<file path="config.mk">
export PLATFORM = sky130hd
export DESIGN_NAME = mem_port_arbiter
export DESIGN_NICKNAME = d
export VERILOG_FILES = /design/src/rtl/riscv_mem_pkg.sv /design/src/rtl/mem_arb_pick.sv /design/src/rtl/mem_port_arbiter.sv
export SDC_FILE = /design/constraint.sdc
export NUM_CORES = 1
export LEC_CHECK = 0
export BUFFER_PORTS_ARGS = -buffer_cell sky130_fd_sc_hd__buf_2
export CORE_MARGIN = 5
export CORE_UTILIZATION = 46
export CTS_BUF_LIST = sky130_fd_sc_hd__clkbuf_4 sky130_fd_sc_hd__clkbuf_8 sky130_fd_sc_hd__clkbuf_16
export CTS_CLUSTER_DIAMETER = 40
export DETAILED_ROUTE_END_ITERATION = 10
export PLACE_DENSITY = 0.79
export SYNTH_ARGS = -nofsm -noshare
export SYNTH_HDL_FRONTEND = slang
export SYNTH_HIERARCHICAL = 1
export SYNTH_SLANG_ARGS = --single-unit
</file>
<file path="constraint.sdc">
create_clock -name i_clk -period 2.05 [get_ports i_clk]
set_input_delay 0.1025 -clock i_clk [delete_from_list [all_inputs] [get_ports i_clk]]
set_output_delay 0.1025 -clock i_clk [all_outputs]
set_load 0.05 [all_outputs]
</file>
<file path="src/rtl/riscv_mem_pkg.sv">
// ----------------------------------------------------------------------------
// riscv_mem_pkg
// Shared types and constants for the unified-memory port arbiter:
//   - state_e     : arbiter FSM states (IDLE, ISSUE, WAIT, RESP)
//   - OWN_IF/OWN_D: owner encoding of the in-flight transaction
//   - DEF_*       : default widths / timing
//   - bits_for()  : register width needed to hold a value (minimum 1)
// ----------------------------------------------------------------------------
package riscv_mem_pkg;

    localparam int DEF_ADDR_W       = 32;
    localparam int DEF_DATA_W       = 32;
    localparam int DEF_MEM_LATENCY  = 2;
    localparam int DEF_MAX_D_STREAK = 4;

    typedef enum logic [1:0] {
        IDLE  = 2'd0,
        ISSUE = 2'd1,
        WAIT  = 2'd2,
        RESP  = 2'd3
    } state_e;

    localparam logic OWN_IF = 1'b0;
    localparam logic OWN_D  = 1'b1;

    // Number of bits needed to represent v (always at least 1).
    function automatic int bits_for(input int v);
        int n;
        n = 1;
        while (n < 31 && (1 << n) <= v) n++;
        return n;
    endfunction

endpackage

</file>
<file path="src/rtl/mem_arb_pick.sv">
// ----------------------------------------------------------------------------
// mem_arb_pick
// Combinational winner selection between the data (D) and fetch (IF)
// requesters. D wins unless IF is waiting and D has already used up its
// streak allowance, in which case IF is forced through.
// Ports:
//   i_d_req, i_if_req : raw requests
//   i_streak          : consecutive D grants taken while IF was pending
//   o_grant_d/o_grant_if : one-hot (or none) grant
// ----------------------------------------------------------------------------
module mem_arb_pick
    import riscv_mem_pkg::*;
#(
    parameter int MAX_D_STREAK = DEF_MAX_D_STREAK,
    parameter int SW           = 3
) (
    input  logic          i_d_req,
    input  logic          i_if_req,
    input  logic [SW-1:0] i_streak,
    output logic          o_grant_d,
    output logic          o_grant_if
);

    logic w_if_starved;

    assign w_if_starved = i_if_req && (i_streak == SW'(MAX_D_STREAK));
    assign o_grant_d    = i_d_req && !w_if_starved;
    assign o_grant_if   = i_if_req && !o_grant_d;

endmodule

</file>
<file path="src/rtl/mem_port_arbiter.sv">
// ----------------------------------------------------------------------------
// mem_port_arbiter
// Shares one single-ported, fixed-latency memory between the instruction
// fetch (IF) and load/store (D) requesters. One transaction in flight at a
// time: accept in IDLE, strobe mem_en in ISSUE, count the memory latency in
// WAIT, pulse the owner's rvalid in RESP.
// Ports:
//   i_clk, i_rst (async, active low)
//   IF side : i_if_req, i_if_addr, o_if_ready, o_if_rvalid, o_if_rdata
//   D side  : i_d_req, i_d_we, i_d_addr, i_d_wdata, i_d_be,
//             o_d_ready, o_d_rvalid, o_d_rdata
//   Memory  : o_mem_en, o_mem_we, o_mem_addr, o_mem_wdata, o_mem_be,
//             i_mem_rdata
//   o_busy  : a transaction is in flight
// ----------------------------------------------------------------------------
module mem_port_arbiter
    import riscv_mem_pkg::*;
#(
    parameter int ADDR_W       = DEF_ADDR_W,
    parameter int DATA_W       = DEF_DATA_W,
    parameter int MEM_LATENCY  = DEF_MEM_LATENCY,
    parameter int MAX_D_STREAK = DEF_MAX_D_STREAK
) (
    input  logic                i_clk,
    input  logic                i_rst,

    input  logic                i_if_req,
    input  logic [ADDR_W-1:0]   i_if_addr,
    output logic                o_if_ready,
    output logic                o_if_rvalid,
    output logic [DATA_W-1:0]   o_if_rdata,

    input  logic                i_d_req,
    input  logic                i_d_we,
    input  logic [ADDR_W-1:0]   i_d_addr,
    input  logic [DATA_W-1:0]   i_d_wdata,
    input  logic [DATA_W/8-1:0] i_d_be,
    output logic                o_d_ready,
    output logic                o_d_rvalid,
    output logic [DATA_W-1:0]   o_d_rdata,

    output logic                o_mem_en,
    output logic                o_mem_we,
    output logic [ADDR_W-1:0]   o_mem_addr,
    output logic [DATA_W-1:0]   o_mem_wdata,
    output logic [DATA_W/8-1:0] o_mem_be,
    input  logic [DATA_W-1:0]   i_mem_rdata,

    output logic                o_busy
);

    localparam int BE_W = DATA_W / 8;
    localparam int CW   = bits_for(MEM_LATENCY - 1);
    localparam int SW   = bits_for(MAX_D_STREAK);

    state_e              r_state;
    state_e              w_state_nxt;
    logic [CW-1:0]       r_cnt;
    logic [SW-1:0]       r_streak;

    logic                r_owner;
    logic                r_we;
    logic [ADDR_W-1:0]   r_addr;
    logic [DATA_W-1:0]   r_wdata;
    logic [BE_W-1:0]     r_be;
    logic [DATA_W-1:0]   r_if_rdata;
    logic [DATA_W-1:0]   r_d_rdata;

    logic                w_idle;
    logic                w_grant_d;
    logic                w_grant_if;
    logic                w_acc_d;
    logic                w_acc_if;
    logic                w_last_wait;

    assign w_idle      = (r_state == IDLE);
    assign w_last_wait = (r_state == WAIT) && (r_cnt == '0);

    mem_arb_pick #(
        .MAX_D_STREAK (MAX_D_STREAK),
        .SW           (SW)
    ) u_pick (
        .i_d_req    (i_d_req),
        .i_if_req   (i_if_req),
        .i_streak   (r_streak),
        .o_grant_d  (w_grant_d),
        .o_grant_if (w_grant_if)
    );

    // Grants are only visible in IDLE; requests at any other time are dropped.
    assign w_acc_d  = w_idle && w_grant_d;
    assign w_acc_if = w_idle && w_grant_if;

    // ------------------------------------------------------------------
    // FSM: next state and state-decoded outputs
    // ------------------------------------------------------------------
    always_comb begin
        w_state_nxt = r_state;
        o_if_ready  = 1'b0;
        o_d_ready   = 1'b0;
        o_mem_en    = 1'b0;
        o_if_rvalid = 1'b0;
        o_d_rvalid  = 1'b0;
        o_busy      = 1'b1;
        case (r_state)
            IDLE: begin
                o_busy     = 1'b0;
                o_if_ready = w_grant_if;
                o_d_ready  = w_grant_d;
                if (w_acc_d || w_acc_if) w_state_nxt = ISSUE;
            end
            ISSUE: begin
                o_mem_en    = 1'b1;
                w_state_nxt = WAIT;
            end
            WAIT: begin
                if (r_cnt == '0) w_state_nxt = RESP;
            end
            RESP: begin
                o_if_rvalid = (r_owner == OWN_IF);
                o_d_rvalid  = (r_owner == OWN_D);
                w_state_nxt = IDLE;
            end
            default: w_state_nxt = IDLE;
        endcase
    end

    always_ff @(posedge i_clk or negedge i_rst) begin
        if (!i_rst) begin
            r_state <= IDLE;
        end else begin
            r_state <= w_state_nxt;
        end
    end

    // ------------------------------------------------------------------
    // Latency counter: loaded in ISSUE so WAIT lasts exactly MEM_LATENCY
    // cycles, ending on the cycle mem_rdata is valid.
    // ------------------------------------------------------------------
    always_ff @(posedge i_clk or negedge i_rst) begin
        if (!i_rst) begin
            r_cnt <= '0;
        end else if (r_state == ISSUE) begin
            r_cnt <= CW'(MEM_LATENCY - 1);
        end else if (r_state == WAIT && r_cnt != '0) begin
            r_cnt <= r_cnt - 1'b1;
        end
    end

    // ------------------------------------------------------------------
    // D streak: only meaningful while IF is waiting, so a D grant with no
    // fetch pending restarts it rather than counting toward starvation.
    // ------------------------------------------------------------------
    always_ff @(posedge i_clk or negedge i_rst) begin
        if (!i_rst) begin
            r_streak <= '0;
        end else if (w_acc_if) begin
            r_streak <= '0;
        end else if (w_acc_d) begin
            if (!i_if_req) begin
                r_streak <= '0;
            end else if (r_streak != SW'(MAX_D_STREAK)) begin
                r_streak <= r_streak + 1'b1;
            end
        end
    end

    // ------------------------------------------------------------------
    // Request capture: requester inputs are not looked at after accept.
    // ------------------------------------------------------------------
    always_ff @(posedge i_clk or negedge i_rst) begin
        if (!i_rst) begin
            r_owner <= OWN_IF;
            r_we    <= 1'b0;
            r_addr  <= '0;
            r_wdata <= '0;
            r_be    <= '0;
        end else if (w_acc_d) begin
            r_owner <= OWN_D;
            r_we    <= i_d_we;
            r_addr  <= i_d_addr;
            r_wdata <= i_d_wdata;
            r_be    <= i_d_be;
        end else if (w_acc_if) begin
            r_owner <= OWN_IF;
            r_we    <= 1'b0;
            r_addr  <= i_if_addr;
            r_be    <= '1;
        end
    end

    // ------------------------------------------------------------------
    // Read data capture on the last WAIT cycle; stores leave d_rdata alone.
    // ------------------------------------------------------------------
    always_ff @(posedge i_clk or negedge i_rst) begin
        if (!i_rst) begin
            r_if_rdata <= '0;
            r_d_rdata  <= '0;
        end else if (w_last_wait) begin
            if (r_owner == OWN_IF) begin
                r_if_rdata <= i_mem_rdata;
            end else if (!r_we) begin
                r_d_rdata <= i_mem_rdata;
            end
        end
    end

    assign o_mem_we    = r_we;
    assign o_mem_addr  = r_addr;
    assign o_mem_wdata = r_wdata;
    assign o_mem_be    = r_be;
    assign o_if_rdata  = r_if_rdata;
    assign o_d_rdata   = r_d_rdata;

endmodule

</file>
Yosys cells after proc, flatten, opt, wreduce, memory -nomap -nowiden --
Cells that the tools add are included.
Word-level totals: output and inout port bits 139, register bits 140, logic and storage cells 62, bits of input ports 137
Operators by class: equality and inequality tests 8, mux-type cells 22, reduce and logical (&&, ||, !) cells 17, add/sub/neg operators 2, bitwise gates (word level) 3
Operators with widths (number):
- 2-to-1 mux 32 bit | 2
- 2-to-1 mux 3 bit | 4
- 2-to-1 mux 1 bit | 11
- 2-to-1 mux 4 bit | 2
- case mux 2 bit (4 select lines) | 1
- logical AND 1 bit | 7
- AND reduction 2 bit | 3
- equality test 2 bit (second input constant) | 2
- 2-to-1 mux 2 bit | 2
- nonzero test 2 bit | 2
- adder 3 x 1 -> 3 bit (second input constant) | 1
- equality test 3 bit (second input constant) | 1
- != test 3 x 1 -> 1 bit (second input constant) | 1
- != test 3 bit (second input constant) | 1
- inverter 1 bit | 3
- AND reduction 3 bit | 1
- equality test 2 x 1 -> 1 bit (second input constant) | 1
- logical NOT 1 bit | 2
- logical NOT 2 bit | 1
- != test 2 x 1 -> 1 bit (second input constant) | 1
- != test 2 bit (second input constant) | 1
- logical OR 1 bit | 1
- subtractor 1 bit (second input constant) | 1

Longest topological paths before layout --
Gate-level depths: netlist (run 1).
depth after elaboration 10, mapped depth 8, depth with buffers taken out 6

Cells and area by module --
The synthesis (run 1) kept the hierarchy.
By module, submodules not included:
- mem_port_arbiter | area an instance 5760.5 um^2, times used 1, cells each 465, seq. area each 3503.4 um^2
- mem_arb_pick | area an instance 32.5 um^2, times used 1, cells each 4, seq. area each 0.0 um^2

Worst setup path before layout (run 1) --
OpenSTA, ideal clock, no wires.
path kind reg2reg, from reg r_state[0], to reg r_d_rdata[10], in the netlist o_d_rdata[10], library setup time 0.125 ns, stages on the path, launching flop included 7, clock period less this slack 1.783 ns, path slack 0.267 ns, data arrival time 1.658 ns, buffers on the path 1, data required time 1.925 ns, cell sequence dfrtp_1 -> inv_1 -> ha_1 -> inv_2 -> nor4b_4 -> buf_6 -> mux2_4
On the way: word-level cells in the longest chain between the ends 3
Ends and longest elaborated chain:
- from (decl) | RTL line mem_port_arbiter.sv:56 | state_e r_state;
- from (signal assigned) | RTL line mem_port_arbiter.sv:132 | r_state <= w_state_nxt;
- equality test 2 bit | RTL line mem_port_arbiter.sv:77 | assign w_last_wait = (r_state == WAIT) && (r_cnt == '0);
- logical AND 1 bit | RTL line mem_port_arbiter.sv:77
- AND reduction 3 bit (no line)
- to (signal assigned) | RTL line mem_port_arbiter.sv:203 | r_d_rdata <= i_mem_rdata;
- to (decl) | RTL line mem_port_arbiter.sv:67 | logic [DATA_W-1:0] r_d_rdata;
Every way passes these cells. A chain may end at the register's enable or synchronous reset.

Final worst setup path (run 1) --
from reg r_state[0], to out o_d_ready
On the way: word-level cells in the longest chain between the ends 2
Ends and longest elaborated chain:
- logical NOT 2 bit | RTL line mem_port_arbiter.sv:105 | case (r_state)
- 2-to-1 mux 1 bit | RTL line mem_port_arbiter.sv:105
- to (decl) | RTL line mem_port_arbiter.sv:38 | output logic o_d_ready,
Every way passes these cells.

==> impl_metrics.tcl, run 1 <==
set metrics [dict create \
    status "completed" \
    utilization_pct 74.9 \
    syn_area_um2 5790 \
    vias 5287 \
    start_kind "register" \
    drt_iter0_markers 430 \
    setup-tns-final_ns 0 \
    drv_cap 0 \
    synth_top_cell_area_share_pct 60.5 \
    setup_viol 0 \
    fp-row-count 41 \
    drv_slew 0 \
    track_usage_pct 25.6 \
    clkSinkCount 140 \
    rsz0062_at_grt "yes" \
    ys_types 32 \
    drc 0 \
    holdWs_ns 0.00794 \
    post_dp_cell_area_um2 7410 \
    syn_nets 612 \
    cts-root-buf "clkbuf_16" \
    die_area_um2 14900 \
    synth_edf_count 0 \
    path_clk_slew_ns 0.06 \
    period_minus_slack_ns 1.94 \
    hold_violations 0 \
    path_max_fanout 14 \
    vdd_drop_max_mv 1.35 \
    gp_congestion 0.811 \
    wl_per_cell_um 18.0 \
    layout.nets 1016 \
    yosysMostFrequentCell "dfrtp_1" \
    relSlewSlack_pct 60.5 \
    hold_class "in2reg" \
    htreeDepth 4 \
    grt_max_degree 64 \
    grt_pass1_vias 5798 \
    ff_latch_area_um2 3500 \
    yosysSeqAreaShare_pct 60.5 \
    critPathKind "reg2out" \
    wl_um 19100 \
    clk-insertion-delay-late_ns 0.42 \
    area_growth_pct 61.1 \
    synth_common_cells "140 x dfrtp_1, 136 x nand2_1, 34 x mux2_2, 34 x o21ai_0, 32 x mux2i_1" \
    antenna_found_initial 1 \
    dr.pass1.iters 6 \
    postCtsSetupRepairBufs 0 \
    syn_inst 469 \
    die_h_um 122 \
    numCtsBuffers 17 \
    timing.fmax_mhz 517 \
    synth-seq-cells 140 \
    tightest_slew_ns 0.593 \
    p_per_area_nw_per_um2 1910 \
    grt_pass1_wl_um 29600 \
    via_per_inst 4.99 \
    setup_ws_ns 0.115 \
    fin_cells 1059 \
    synthArstFlopShare_pct 100 \
    endpoint_kind "output pin" \
    syn_area_per_cell_um2 12.4 \
    core_um2 12500 \
    drt.antenna.violating_nets 0 \
    synth-main-ff-cell "dfrtp_1" \
    yosysWarnings 6 \
    portBuffers 275 \
    cts_tree "done" \
    io_pins 276 \
    dp_hpwl_um 11500 \
    synth_top_cell_by_area "dfrtp_1" \
    fin_skew_ns 0.0206 \
    clockBufferDepth 2 \
    multiInputGateArea_um2 2150 \
    power_mw 17.8 \
    drive_gt1_share_pct 43.9 \
    place_inst 901 \
    dp_slack_ns 0.145 \
    power.leakage_nw 4.91 \
    start_util_pct 46.5 \
    cp.arrival_ns 1.83 \
    die_x_um 122 \
    worstPathRequired_ns 1.95 \
    grt-ovfl-total 0 \
    synth_top_cells_by_area "dfrtp_1 60%, nand2_1 8.8%, mux2_4 7.8%" \
    nFillCells 766 \
    design_area_um2 9330 \
    fin_crit_sh_pct 94.4 \
]
## state kept, by name, indices dropped and copies added (netlist names)
| signal | flops |
|---|---|
| o_if_rdata | 32 |
| r_streak | 3 |
| r_owner | 1 |
| o_mem_wdata | 32 |
| o_mem_be | 4 |
| r_state | 2 |
| o_mem_addr | 32 |
| o_d_rdata | 32 |
| r_cnt | 1 |
| o_mem_we | 1 |
## path summary, 6_finish.rpt
| path | end | slack [ns] | cells after the start | startpoint |
|---|---|---|---|---|
| worst max-delay path | o_d_ready | 0.11 | 5 | r_state[0]$_DFFE_PN0P_ |
| worst min-delay path | o_mem_addr[20]$_DFFE_PN0P_ | 0.008 | 3 | i_if_addr[20] |
| worst max register to register | o_d_rdata[31]$_DFFE_PN0P_ | 0.13 | 6 | r_state[0]$_DFFE_PN0P_ |
| worst min register to register | o_mem_wdata[17]$_DFFE_PN0P_ | 0.47 | 2 | o_mem_wdata[17]$_DFFE_PN0P_ |
| max in group asynchronous | o_if_rdata[7]$_DFFE_PN0P_ | 1.11 | 3 | i_rst |
| min in group asynchronous | o_d_rdata[26]$_DFFE_PN0P_ | 0.22 | 2 | i_rst |
## power by group
part	leakage [nW]	switching [mW]	internal, mW
logic	2.89	6.81	2.67
registers	1.70	0.896	4.13
clock network	0.310	1.19	2.11
total	4.91	8.90	8.91
## cell families (layout without fill, tap and decap cells)
family	Yosys count	after routing	synth area share [%]
AND/OR/NAND/NOR	143	143	9.89
AO/OA/AOI/OAI	50	50	5.34
adder cells (fa/ha/maj)	6	6	1.30
other	0	1	0
multiplexers	97	97	20.1
flip-flops	140	140	60.5
buffers and inverters	33	450	2.89
## worst max-delay path, stage by stage, from the launching register on
cell	delay, ns
dfrtp_1	0.41
inv_1	0.10
ha_1	0.30
nand2_1	0.17
inv_4	0.20
buf_4	0.23
## layout by cell type (no fill, tap or decap), types with 2 or more instances in the layout
cell type / instances
mux2_2: 34
clkbuf_8: 2
inv_1: 6
dlygate4sd3_1: 125
buf_4: 4
buf_12: 6
dfrtp_1: 140
clkinv_2: 2
buf_2: 272
o22a_1: 5
nand2_1: 135
bufinv_16: 4
mux2_4: 30
buf_6: 2
o21ai_0: 34
clkbuf_16: 17
clkinvlp_4: 2
a21oi_1: 2
ha_1: 6
mux2i_1: 32
nor2b_1: 2
clkinv_4: 4
inv_2: 2
## what timing repair did
item / in CTS / in global routing
hold buffers: 125 / 0
cloned: 0 / 0
resized for setup: 4 / 4
hold endpoints to repair: 194 / 0
endpoints found under the setup margin: 1 / 2
## routing by layer
metal | GRT usage (%) | wire length, um | vias up
li1 | - | - | 2383
met1 | 28.3 | 7010 | 2580
met2 | 44.5 | 9800 | 263
met3 | 8.20 | 1550 | 61
met4 | 13.0 | 738 | 0
met5 | 0 | 0 | -
## area by class of cell
class / instances / share of cell area [%]
inverter: 9 / 0.389
sequential: 140 / 37.5
antenna: 1 / 0.0268
clock inverter: 13 / 2.02
tap: 172 / 2.31
clock buffer: 19 / 4.85
multi-input combinational: 296 / 23.0
timing repair buffer: 409 / 29.8
Power figures use the tool's default switching activity.
==> inputs of run 2 (changes only) <==
--- a/config.mk
+++ b/config.mk
@@ -11,8 +11,10 @@
 export CTS_BUF_LIST = sky130_fd_sc_hd__clkbuf_4 sky130_fd_sc_hd__clkbuf_8 sky130_fd_sc_hd__clkbuf_16
 export CTS_CLUSTER_DIAMETER = 40
 export DETAILED_ROUTE_END_ITERATION = 10
+export GPL_TIMING_DRIVEN = 0
 export PLACE_DENSITY = 0.79
 export SYNTH_ARGS = -nofsm -noshare
 export SYNTH_HDL_FRONTEND = slang
 export SYNTH_HIERARCHICAL = 1
 export SYNTH_SLANG_ARGS = --single-unit
+export TNS_END_PERCENT = 100
==> run 2 against run 1 <==
Compared with the run above: via count up 3.3%; clock skew is 0.011 ns lower; hold slack better by 0.031 ns; clock-buffer cell count rose by 4; setup slack worse by 0.057 ns; critical endpoint unchanged.
==> impl_metrics.tcl, run 2 (synthesis results as in run 1) <==
set metrics [dict create \
    p_per_area_nw_per_um2 1890 \
    numCtsBuffers 17 \
    power.leakage_nw 4.95 \
    r2r_start "r_streak[1]$_DFFE_PN0P_" \
    relSlewSlack_pct 61.5 \
    endpoint_kind "output pin" \
    cts-root-buf "clkbuf_16" \
    vias 5464 \
    die_area_um2 14900 \
    crit_start "r_streak[1]$_DFFE_PN0P_" \
    p_seq_share_pct 28.3 \
    final_common_cell "buf_2" \
    fin_skew_ns 0.00909 \
    layout_common_cells "278 x buf_2, 140 x dfrtp_1, 134 x nand2_1, 130 x dlygate4sd3_1" \
    p_clk_share_pct 17.2 \
    core_um2 12500 \
    wl_um 20100 \
    grt-ovfl-total 0 \
    cts_tree "done" \
    fin_crit_sh_pct 97.2 \
    drt_iter0_markers 317 \
    path_max_fanout 10 \
    via_per_inst 5.05 \
    hold_depth 3 \
    hold_class "in2reg" \
    rrSetupSlack_ns 0.11 \
    drt.antenna.violating_nets 0 \
    hold_violations 0 \
    slowest_stage "dfrtp_1" \
    drv_cap 0 \
    gp_congestion 0.809 \
    vdd_drop_max_mv 1.08 \
    grt_max_degree 81 \
    status "completed" \
    clkSinkCount 140 \
    dp_hpwl_um 12100 \
    utilization_pct 75.3 \
    drive_gt1_share_pct 43.8 \
    setup_viol 0 \
    cp_common_cell "buf_6" \
    nFillCells 795 \
    rsz0062_at_grt "yes" \
    crit_chain "o31a_1 > nand2_2 > inv_1 > buf_6 > buf_4 > buf_6" \
    wl_per_cell_um 18.6 \
    clk-insertion-delay-late_ns 0.40 \
    combPwrFrac_pct 54.5 \
    layout.nets 1040 \
    post_dp_cell_area_um2 7420 \
    holdWs_ns 0.0389 \
    p_sw_share_pct 50.4 \
    io_pins 276 \
    path_clk_slew_ns 0.05 \
    die_x_um 122 \
    dr.pass1.iters 4 \
    period_minus_slack_ns 1.99 \
    die_h_um 122 \
    grt_pass1_vias 6097 \
    p_int_mw 8.77 \
    htreeDepth 4 \
    r2r_cells 7 \
    grt_pass1_wl_um 30800 \
    design_area_um2 9380 \
    hp-start "i_if_addr[10]" \
    drc 0 \
    clockBufferDepth 2 \
    critPathTopFamily "buffers and inverters" \
    fp-row-count 41 \
    p_switching_mw 8.92 \
    holdPathEnd "o_mem_addr[10]$_DFFE_PN0P_" \
    antenna_found_initial 0 \
    worstPathRequired_ns 1.95 \
    cp.arrival_ns 1.89 \
    r2r_end "o_mem_wdata[12]$_DFFE_PN0P_" \
    track_usage_pct 26.7 \
    tightest_slew_ns 0.578 \
    slowest_delay_ns 0.46 \
    start_util_pct 46.5 \
    critPathKind "reg2out" \
    start_kind "register" \
    drv_slew 0 \
    path_buf_inv 4 \
    timing.fmax_mhz 502 \
    portBuffers 275 \
    area_growth_pct 62.0 \
]
-- run 2: metrics by stage --
stage	worst slack (ns)	std cells	total power, mW	TNS (ns)
after floorplan	0.267	469	11.8	0
after global placement	-0.885	916	13.9	-123.17
after detailed placement	-0.213	917	14.2	-1.77
after CTS	-0.0486	1078	17.5	-0.0904
after global routing	-0.0207	1080	18.4	-0.0227
final	0.0575	1081	17.7	0
-- run 2: cell type report --
| cell class | instances | area [um2] | area share (%) |
|---|---|---|---|
| clock buffers | 23 | 495 | 5.28 |
| multi-input cells | 296 | 2160 | 23.0 |
| diodes | 1 | 2.50 | 0.0267 |
| plain buffers | 24 | 144 | 1.53 |
| flip-flops and latches | 140 | 3500 | 37.3 |
| inverters | 9 | 33.8 | 0.360 |
| repair buffers | 409 | 2740 | 29.2 |
| well taps | 172 | 215 | 2.29 |
| clock inverters | 7 | 88.8 | 0.947 |
-- run 2: routing by layer --
metal	vias up	global-route usage, %	wire length [um]
li1	2429	-	-
met1	2679	28.5	7160
met2	297	47.8	10500
met3	59	7.65	1730
met4	0	14.1	703
met5	-	0	0
-- run 2: worst reg2reg max path, cell delays in order, from the launching register on --
cell and delay, ns:
dfrtp_1 0.46, o31a_1 0.37, nand2_2 0.11, buf_4 0.13
buf_2 0.21, buf_1 0.37, nand2_1 0.13, nand2_1 0.10
-- run 2: repair_timing --
item	CTS	global route
gates resized for setup	6	9
buffers inserted	1	2
hold buffers	130	0
hold endpoints to repair	193	0
pin swaps	0	2
endpoints found under the setup margin	26	74
-- run 2: worst max path at each step --
stage / slack (ns) / cells after the start / endpoint
floorplan: 0.27 / 6 / o_d_rdata[10]$_DFFE_PN0P_
global placement: -0.88 / 1 / o_mem_addr[18]$_DFFE_PN0P_
detailed placement: -0.21 / 7 / o_mem_addr[27]$_DFFE_PN0P_
CTS: -0.05 / 4 / o_if_ready
global route: -0.02 / 6 / o_d_ready
finish: 0.06 / 6 / o_d_ready
-- run 2: power groups by stage --
stage / sequential, mW / combinational [mW] / clock (mW)
2_1_floorplan: 9.35 / 2.46 / 0
3_3_place_gp: 4.85 / 9.03 / 0
3_5_place_dp: 4.94 / 9.24 / 0
4_1_cts: 4.93 / 9.47 / 3.08
5_1_grt: 5.16 / 10.0 / 3.21
6_report: 5.01 / 9.64 / 3.04
